**src/rtl/mmio_bus_ctrl.sv**
```systemverilog
// mmio_bus_ctrl -- MEM-stage MMIO controller for the 5-stage RISC-V core.
//   Decodes addr[31:28] into BRAM / LED / KBD / VGA / NUM / TIMER regions,
//   returns combinational read data, applies byte-enabled register writes,
//   buffers PS2 scancodes in a FIFO (popped by lw 0x30000000), and provides
//   a sticky W1C overflow flag, a maskable level IRQ and a free-running timer.
// Ports:
//   clk, rst (async, active-low)
//   mem_read, mem_write, addr, write_data, byte_en : MEM-stage access
//   bram_data                                      : BRAM read data
//   ps2_code, ps2_strobe                           : scancode input
//   num_buffer, num_valid                          : number input buffer
//   data_out                                       : read data to writeback
//   led_reg, vga_result                            : output registers
//   is_bram_write                                  : BRAM write enable
//   irq                                            : irq_en & FIFO non-empty
module mmio_bus_ctrl #(
   parameter int unsigned LED_W      = 16,
   parameter int unsigned VGA_W      = 2,
   parameter int unsigned FIFO_DEPTH = 8,
   parameter int unsigned CNT_W      = 4
) (
   input  logic              clk,
   input  logic              rst,
   input  logic              mem_read,
   input  logic              mem_write,
   input  logic [31:0]       addr,
   input  logic [31:0]       write_data,
   input  logic [3:0]        byte_en,
   input  logic [31:0]       bram_data,
   input  logic [7:0]        ps2_code,
   input  logic              ps2_strobe,
   input  logic [31:0]       num_buffer,
   input  logic              num_valid,
   output logic [31:0]       data_out,
   output logic [LED_W-1:0]  led_reg,
   output logic [VGA_W-1:0]  vga_result,
   output logic              is_bram_write,
   output logic              irq
);

   localparam int unsigned     PTR_W    = CNT_W - 1;
   localparam logic [CNT_W-1:0] FULL_CNT = CNT_W'(FIFO_DEPTH);

   localparam logic [3:0] RG_BRAM  = 4'h0;
   localparam logic [3:0] RG_LED   = 4'h2;
   localparam logic [3:0] RG_KBD   = 4'h3;
   localparam logic [3:0] RG_VGA   = 4'h4;
   localparam logic [3:0] RG_NUM   = 4'h5;
   localparam logic [3:0] RG_TIMER = 4'h6;

   logic [LED_W-1:0] led_q, led_d;
   logic [VGA_W-1:0] vga_q, vga_d;
   logic [31:0]      timer_q, timer_d;
   logic [7:0]       fifo_q [FIFO_DEPTH];
   logic [PTR_W-1:0] rd_ptr_q, rd_ptr_d, wr_ptr_q, wr_ptr_d;
   logic [CNT_W-1:0] count_q, count_d;
   logic             ovf_q, ovf_d;
   logic             irq_en_q, irq_en_d;

   logic [3:0]  region;
   logic [1:0]  off;
   logic        led_we, vga_we, tmr_we, ctrl_we;
   logic        empty, full, pop, push, drop;
   logic [31:0] led_ext, vga_ext, status;

   assign region = addr[31:28];
   assign off    = addr[3:2];

   assign empty = (count_q == '0);
   assign full  = (count_q == FULL_CNT);
   assign pop   = mem_read & (addr == 32'h3000_0000) & ~empty;
   // A pop in the same cycle frees a slot, so a push into a full FIFO is kept.
   assign push  = ps2_strobe & (~full | pop);
   assign drop  = ps2_strobe & full & ~pop;

   assign led_we  = mem_write & (region == RG_LED)   & (off == 2'd0);
   assign vga_we  = mem_write & (region == RG_VGA)   & (off == 2'd0);
   assign tmr_we  = mem_write & (region == RG_TIMER) & (off == 2'd0);
   assign ctrl_we = mem_write & (region == RG_KBD)   & (off == 2'd2);

   assign is_bram_write = mem_write & (region == RG_BRAM);
   assign irq           = irq_en_q & ~empty;
   assign led_reg       = led_q;
   assign vga_result    = vga_q;

   always_comb begin
      led_ext = '0;
      led_ext[LED_W-1:0] = led_q;
      vga_ext = '0;
      vga_ext[VGA_W-1:0] = vga_q;
      status = '0;
      status[CNT_W+1:2] = count_q;
      status[1] = full;
      status[0] = ~empty;
   end

   // Byte-enabled merges are done bit by bit so bits beyond each
   // register's width never enter the datapath.
   always_comb begin
      led_d   = led_q;
      vga_d   = vga_q;
      timer_d = timer_q + 32'd1;
      if (led_we) begin
         for (int unsigned b = 0; b < LED_W; b++)
            if (byte_en[b/8]) led_d[b] = write_data[b];
      end
      if (vga_we) begin
         for (int unsigned b = 0; b < VGA_W; b++)
            if (byte_en[b/8]) vga_d[b] = write_data[b];
      end
      if (tmr_we) begin
         timer_d = timer_q;
         for (int unsigned b = 0; b < 32; b++)
            if (byte_en[b/8]) timer_d[b] = write_data[b];
      end
   end

   always_comb begin
      rd_ptr_d = rd_ptr_q + (pop  ? PTR_W'(1) : '0);
      wr_ptr_d = wr_ptr_q + (push ? PTR_W'(1) : '0);
      count_d  = count_q;
      if (push & ~pop)      count_d = count_q + CNT_W'(1);
      else if (pop & ~push) count_d = count_q - CNT_W'(1);
      irq_en_d = irq_en_q;
      if (ctrl_we & byte_en[0]) irq_en_d = write_data[1];
      // Overflow set takes priority over a same-cycle W1C.
      ovf_d = ovf_q;
      if (drop)                                     ovf_d = 1'b1;
      else if (ctrl_we & byte_en[0] & write_data[0]) ovf_d = 1'b0;
   end

   always_comb begin
      data_out = '0;
      case (region)
         RG_BRAM:  data_out = bram_data;
         RG_LED:   if (off == 2'd0) data_out = led_ext;
         RG_KBD: begin
            case (off)
               2'd0:    data_out = empty ? '0 : {24'b0, fifo_q[rd_ptr_q]};
               2'd1:    data_out = status;
               2'd2:    data_out = {30'b0, irq_en_q, ovf_q};
               default: data_out = '0;
            endcase
         end
         RG_VGA:   if (off == 2'd0) data_out = vga_ext;
         RG_NUM: begin
            if (off == 2'd0)      data_out = num_buffer;
            else if (off == 2'd1) data_out = {31'b0, num_valid};
         end
         RG_TIMER: if (off == 2'd0) data_out = timer_q;
         default:  data_out = '0;
      endcase
   end

   always_ff @(posedge clk or negedge rst) begin
      if (!rst) begin
         led_q    <= '0;
         vga_q    <= '0;
         timer_q  <= '0;
         rd_ptr_q <= '0;
         wr_ptr_q <= '0;
         count_q  <= '0;
         ovf_q    <= 1'b0;
         irq_en_q <= 1'b0;
      end else begin
         led_q    <= led_d;
         vga_q    <= vga_d;
         timer_q  <= timer_d;
         rd_ptr_q <= rd_ptr_d;
         wr_ptr_q <= wr_ptr_d;
         count_q  <= count_d;
         ovf_q    <= ovf_d;
         irq_en_q <= irq_en_d;
      end
   end

   always_ff @(posedge clk or negedge rst) begin
      if (!rst) begin
         for (int unsigned i = 0; i < FIFO_DEPTH; i++) fifo_q[i] <= '0;
      end else if (push) begin
         fifo_q[wr_ptr_q] <= ps2_code;
      end
   end

endmodule

```
**config.mk**
```make
export PLATFORM = sky130hd
export DESIGN_NAME = mmio_bus_ctrl
export DESIGN_NICKNAME = d
export VERILOG_FILES = /design/src/rtl/mmio_bus_ctrl.sv
export SDC_FILE = /design/constraint.sdc
export NUM_CORES = 1
export LEC_CHECK = 0
export CAP_MARGIN = 20
export CORE_MARGIN = 4
export CORE_UTILIZATION = 54
export CTS_BUF_LIST = sky130_fd_sc_hd__clkbuf_2 sky130_fd_sc_hd__clkbuf_4 sky130_fd_sc_hd__clkbuf_8
export DETAILED_ROUTE_END_ITERATION = 10
export GPL_TIMING_DRIVEN = 0
export PLACE_DENSITY_LB_ADDON = 0.12
export SLEW_MARGIN = 25
export SYNTH_ARGS = -nofsm -noshare
export SYNTH_HDL_FRONTEND = slang
export SYNTH_SLANG_ARGS = --single-unit
```
**constraint.sdc**
```tcl
create_clock -name clk -period 4.3 [get_ports clk]
set_input_delay 0.86 -clock clk [delete_from_list [all_inputs] [get_ports clk]]
set_output_delay 0.86 -clock clk [all_outputs]
set_load 0.05 [all_outputs]
```
==> results of run 1 <==
report_power, final:
group	internal (mW)	total [mW]	leakage (nW)	switching (mW)
clock	0.555	1.01	0.201	0.457
combinational	0.766	1.38	2.23	0.614
sequential	1.61	1.94	1.57	0.328
kinds of logic after synthesis:
group	Yosys count
flops	126
fa+ha+maj	9
compound gates	147
mux	109
buf+inv	44
simple gates	186
xor+xnor	6
stage by stage:
stage                     cell area [um^2]  setup WS, ps  utilization (%)
after floorplan                       7120           148                -
after global placement                9260         -2380             72.5
after detailed placement              9290          -923             72.7
after CTS                             9680          36.8             75.7
after global routing                  9650          20.0             75.5
final                                 9650           121             75.6
worst min path at each step:
stage	start	to	slack, ps
after floorplan	wr_ptr_q[2]	wr_ptr_q[2]	450
after global placement	fifo_q[39]	fifo_q[39]	470
after detailed placement	fifo_q[37]	fifo_q[37]	480
after CTS	rst	led_reg[15]	290
after global routing	rst	led_reg[15]	300
final	rst	led_reg[15]	290
synthesized netlist by cell type (all sizes together), types with 3 or more instances:
master,n,area share [%]
and4,6,0.74
inv,6,0.32
nor4,8,1.0
a22oi,23,2.4
xor2,3,0.37
nor3b,6,0.70
o221a,3,0.47
dfrtp,126,44
o211ai,9,1.2
and3,11,0.97
nand4,9,0.79
mux4,16,5.1
buf,15,1.3
nor4b,4,0.58
o311ai,4,0.49
clkbuf,23,1.2
a222oi,14,2.0
mux2i,10,1.4
nand3,22,1.7
nor2,35,1.8
mux2,83,14
nor2b,5,0.44
a211oi,12,1.3
a311oi,9,1.1
o221ai,4,0.49
and2,3,0.26
o21ai,41,3.8
nor3,12,1.0
nand2,54,2.9
or3,3,0.26
xnor2,3,0.37
a21oi,13,0.91
ha,8,1.4
what timing repair did:
item,4_1_cts,5_1_grt
gates resized for setup,43,30
endpoints found under the setup margin,33,13
gates cloned,0,0
worst max-delay path, delay by kind of cell:
family	cells	cell delay, ps
buf+inv	4	1570
compound gates	2	500
simple gates	1	370
final cells by class:
type	count	area share [%]
Clock buffer	27	3.46
Clock inverter	5	0.570
Tap cell	172	2.23
Buffer	38	1.94
Sequential cell	126	32.7
Timing Repair Buffer	193	19.6
Multi-Input combinational cell	457	39.2
Antenna cell	1	0.0259
Inverter	6	0.233
per-layer routing:
layer | vias to the layer above | track usage [%] | wire length (um)
li1 | 2871 | - | -
met1 | 3133 | 35.6 | 8540
met2 | 273 | 54.2 | 11800
met3 | 44 | 6.18 | 1560
met4 | 0 | 10.7 | 555
met5 | - | 0 | 0
==> results_dict.tcl, run 1 <==
set metrics [dict create \
    status "completed" \
    viasPerCell 6.17 \
    num-fill-cells 895 \
    grt_first_pass_wirelength_um 34700 \
    post-place-cells 992 \
    path_max_fanout 10 \
    slowest_stage "dlygate4sd2_1" \
    peakVddDrop_mv 0.373 \
    drv_cap 0 \
    die-area_um2 15100 \
    crit_path_end "data_out[5]" \
    synth_fa_ha_area_share_pct 1.69 \
    mostFrequentLayoutCells "clkdlybuf4s50_1 (158), dfrtp_1 (126), mux2_2 (69)" \
    drtIter0Drc 612 \
    seq_area_um2 3150 \
    setup_violations 0 \
    hpwl_um 16700 \
    rr_worst_depth 14 \
    hold-worst-slack_ps 285 \
    syn_area_um2 7120 \
    path_class "primary input to output pin" \
    slew_viol_final 0 \
    drive_above_1_share_pct 21.4 \
    hold_viol_final 0 \
    routabilityCongestion 0.898 \
    core_um2 12800 \
    syn_nets 782 \
    startpoint "addr[30]" \
    std_cell_rows 41 \
    cts_tree "yes" \
    wirelength_um 22500 \
    r2r-start "count_q[0]" \
    cpPeakStageDelay_ps 580 \
    fmax_mhz 239 \
    drc 0 \
    crit_chain "dlygate4sd2_1 -> and4bb_2 -> buf_2 -> buf_2 -> a222oi_1 -> o221ai_1 -> dlygate4sd2_1" \
    io_buffers 192 \
    hp-class "primary input to asynchronous set/reset pin" \
    async_reset_ff_share_pct 100 \
    ios 198 \
    synth_edf_count 0 \
    final_common_cell "clkdlybuf4s50_1" \
    synthCells 627 \
    multi_input_area_um2 3790 \
    track_usage_pct 30.1 \
    ys_warn_count 0 \
    clk_latency_ps 460 \
    grt_max_degree 81 \
    overflow 0 \
    clk_pin_slew_worst_paths_ps 70 \
    crit_required_ps 3440 \
    ctsHoldBuffers 0 \
    timing.final.crit_share_pct 97.2 \
    p_leak_nw 4.00 \
    synth_top_family_by_area "multiplexers" \
    first_pass_iters 5 \
    grt_antenna_before_repair 0 \
    ff2ff_setup_slack_ps 1170 \
    largest_reg_flops 64 \
    yosys.area_share.simple_pct 14.5 \
    r2r_end "count_q[3]" \
    root_buffer "clkbuf_8" \
    final_nets 994 \
    die_y_um 123 \
    fin_crit_ps 4180 \
    total_power_mw 4.33 \
    p_per_area_nw_per_um2 449 \
    grt_pass1_vias 6452 \
    finalNonFillerCells 1025 \
    ys_seq_elements 126 \
    synthDistinctLibCells 71 \
    yosys_most_used_dff "dfrtp_1" \
    cts_setup_buffers 0 \
    cp-start-kind "primary input" \
    start_util_pct 55.8 \
    final.setup.tns_ps 0 \
    numCtsBuffers 17 \
    clock_sinks 126 \
    fin_skew_ps 12.4 \
    rsz0062_at_grt "false" \
    synth-compound-area-share_pct 16.0 \
    cts_buffer_depth 2 \
    relSlewSlack_pct 47.4 \
    synth_area_per_cell_um2 11.4 \
    worstMarginPinSlew_ps 789 \
    synthXorXnorAreaFrac_pct 0.738 \
    die_width_um 123 \
    synth_mux_area_share_pct 20.0 \
    ant_nets 0 \
    ys_seq_area_share_pct 44.3 \
    syn_to_final_growth_pct 35.5 \
    ctsHtreeMaxLevel 4 \
    via_count 6321 \
    cp-end-kind "output pin" \
    wl_per_cell_um 21.9 \
    cp_data_arrival_time_ps 3320 \
]
Power figures use the tool's default switching activity.
==> inputs of run 2 (changes only) <==
CORE_UTILIZATION = 50   (was 54)
clock period = 4.8 ns   (was 4.3 ns; I/O delays follow)
==> run 2 against run 1 <==
  * Routed wire length is 0.19% lower
  * Sequential power is 11% lower
  * Total power is 6.9% lower
  * Cell area is 1.1% higher
  * Combinational power is 9% lower
  * Utilization is 5.5 points lower
  * Critical path depth is 1 lower
  * Final cell count is 0.68% higher
  * Clock skew is 5.4 ps lower
  * Non-clock buffer count stayed put
  * Worst setup slack worse by 72 ps
  * Largest power group unchanged
==> results_dict.tcl, run 2 (same netlist as run 1, synthesis figures left out) <==
set metrics [dict create \
    path_max_fanout 10 \
    clock_sinks 126 \
    die_width_um 127 \
    ctsHoldBuffers 0 \
    cts_buffer_depth 2 \
    worstMarginPinSlew_ps 841 \
    first_pass_iters 6 \
    cpPeakStageDelay_ps 830 \
    final_area_um2 9760 \
    final_common_cell "clkdlybuf4s50_1" \
    start_util_pct 51.1 \
    cp_data_arrival_time_ps 3790 \
    fin_crit_ps 4750 \
    mostFrequentLayoutCells "clkdlybuf4s50_1 (168), dfrtp_1 (126), mux2_2 (69)" \
    setup_violations 0 \
    path_class "primary input to output pin" \
    overflow 0 \
    grt_first_pass_wirelength_um 35100 \
    grt_antenna_before_repair 0 \
    worst_slack_ps 49.2 \
    grt_pass1_vias 6429 \
    ctsHtreeMaxLevel 4 \
    timing.final.crit_share_pct 99.0 \
    final.setup.tns_ps 0 \
    fmax_mhz 210 \
    cp-end-kind "output pin" \
    drv_cap 0 \
    die-area_um2 16200 \
    ios 198 \
    ant_nets 0 \
    clk_pin_slew_worst_paths_ps 80 \
    dpl_cell_area_um2 9310 \
    routabilityCongestion 0.886 \
    track_usage_pct 27.7 \
    status "completed" \
    fin_skew_ps 7.02 \
    post-place-ws_ps -269 \
    drc 0 \
    rsz0062_at_grt "true" \
    core_um2 13900 \
    hold_viol_final 0 \
    root_buffer "clkbuf_8" \
    ff2ff_setup_slack_ps 1710 \
    relSlewSlack_pct 43.9 \
    grt_max_degree 74 \
    via_count 6297 \
    slowest_stage "clkdlybuf4s50_1" \
    cp_num_buf_inv 3 \
    drive_above_1_share_pct 20.1 \
    final_nets 994 \
    viasPerCell 6.10 \
    cts_setup_buffers 0 \
    p_per_area_nw_per_um2 413 \
    cp-start-kind "primary input" \
    crit_chain "clkdlybuf4s50_1 -> nor4_2 -> clkbuf_1 -> nand2_1 -> o21ai_0 -> clkdlybuf4s50_1" \
    die_y_um 127 \
    numCtsBuffers 17 \
    io_buffers 192 \
    hp-class "primary input to asynchronous set/reset pin" \
    peakVddDrop_mv 0.400 \
    syn_to_final_growth_pct 37.0 \
    clk_latency_ps 450 \
    hpwl_um 16400 \
    std_cell_rows 43 \
    insertedDiodeCount 0 \
    wl_per_cell_um 21.7 \
    crit_required_ps 3840 \
    p_leak_nw 4.04 \
    fin_util_pct 70.0 \
    wirelength_um 22400 \
    crit_top_cell "clkdlybuf4s50_1" \
    total_power_mw 4.03 \
    cts_tree "yes" \
    drtIter0Drc 454 \
    cp_top_family "buffers and inverters" \
    largest_reg_flops 64 \
    slew_viol_final 0 \
]
==> run 2: path summary, 6_finish.rpt <==
check,startpoint,end,cells past startpoint
max in group asynchronous,rst,fifo_q[30],2
min in group clk,fifo_q[37],fifo_q[37],1
min reg2reg,fifo_q[37],fifo_q[37],1
max,addr[29],data_out[9],6
max reg2reg,count_q[0],count_q[3],14
min,rst,timer_q[27],1
==> run 2: per-layer routing <==
layer	share of wire (%)	GRT usage (%)	up-vias	wire length [um]
li1	-	-	2866	-
met1	40	34.7	3152	8890
met2	51	47.1	225	11400
met3	6.2	5.23	54	1380
met4	3.4	11.6	0	766
met5	0	0	-	0
==> run 2: final cells by class <==
type | instances | area (um^2)
Fill cell | 1056 | 4180
Multi-Input combinational cell | 457 | 3780
Timing Repair Buffer | 193 | 1940
Clock buffer | 18 | 248
Sequential cell | 126 | 3150
Clock inverter | 14 | 206
Inverter | 6 | 22.5
Buffer | 38 | 188
Tap cell | 180 | 225
==> run 2: timing repair <==
item | 4_1_cts | 5_1_grt
gates cloned | 0 | 0
endpoints found under the setup margin | 27 | 6
resized for setup | 24 | 5
hold endpoints to repair | 0 | 0
==> run 2: through the flow <==
stage	cells	hold WS, ps
finish	1032	415
global route	1032	425
CTS	1032	414
detailed placement	1000	477
global placement	999	470
floorplan	627	455
==> run 2: power breakdown <==
group | internal, mW | switching, mW | total [mW]
sequential | 1.44 | 0.288 | 1.73
clock | 0.590 | 0.464 | 1.05
combinational | 0.691 | 0.557 | 1.25
total | 2.72 | 1.31 | 4.03
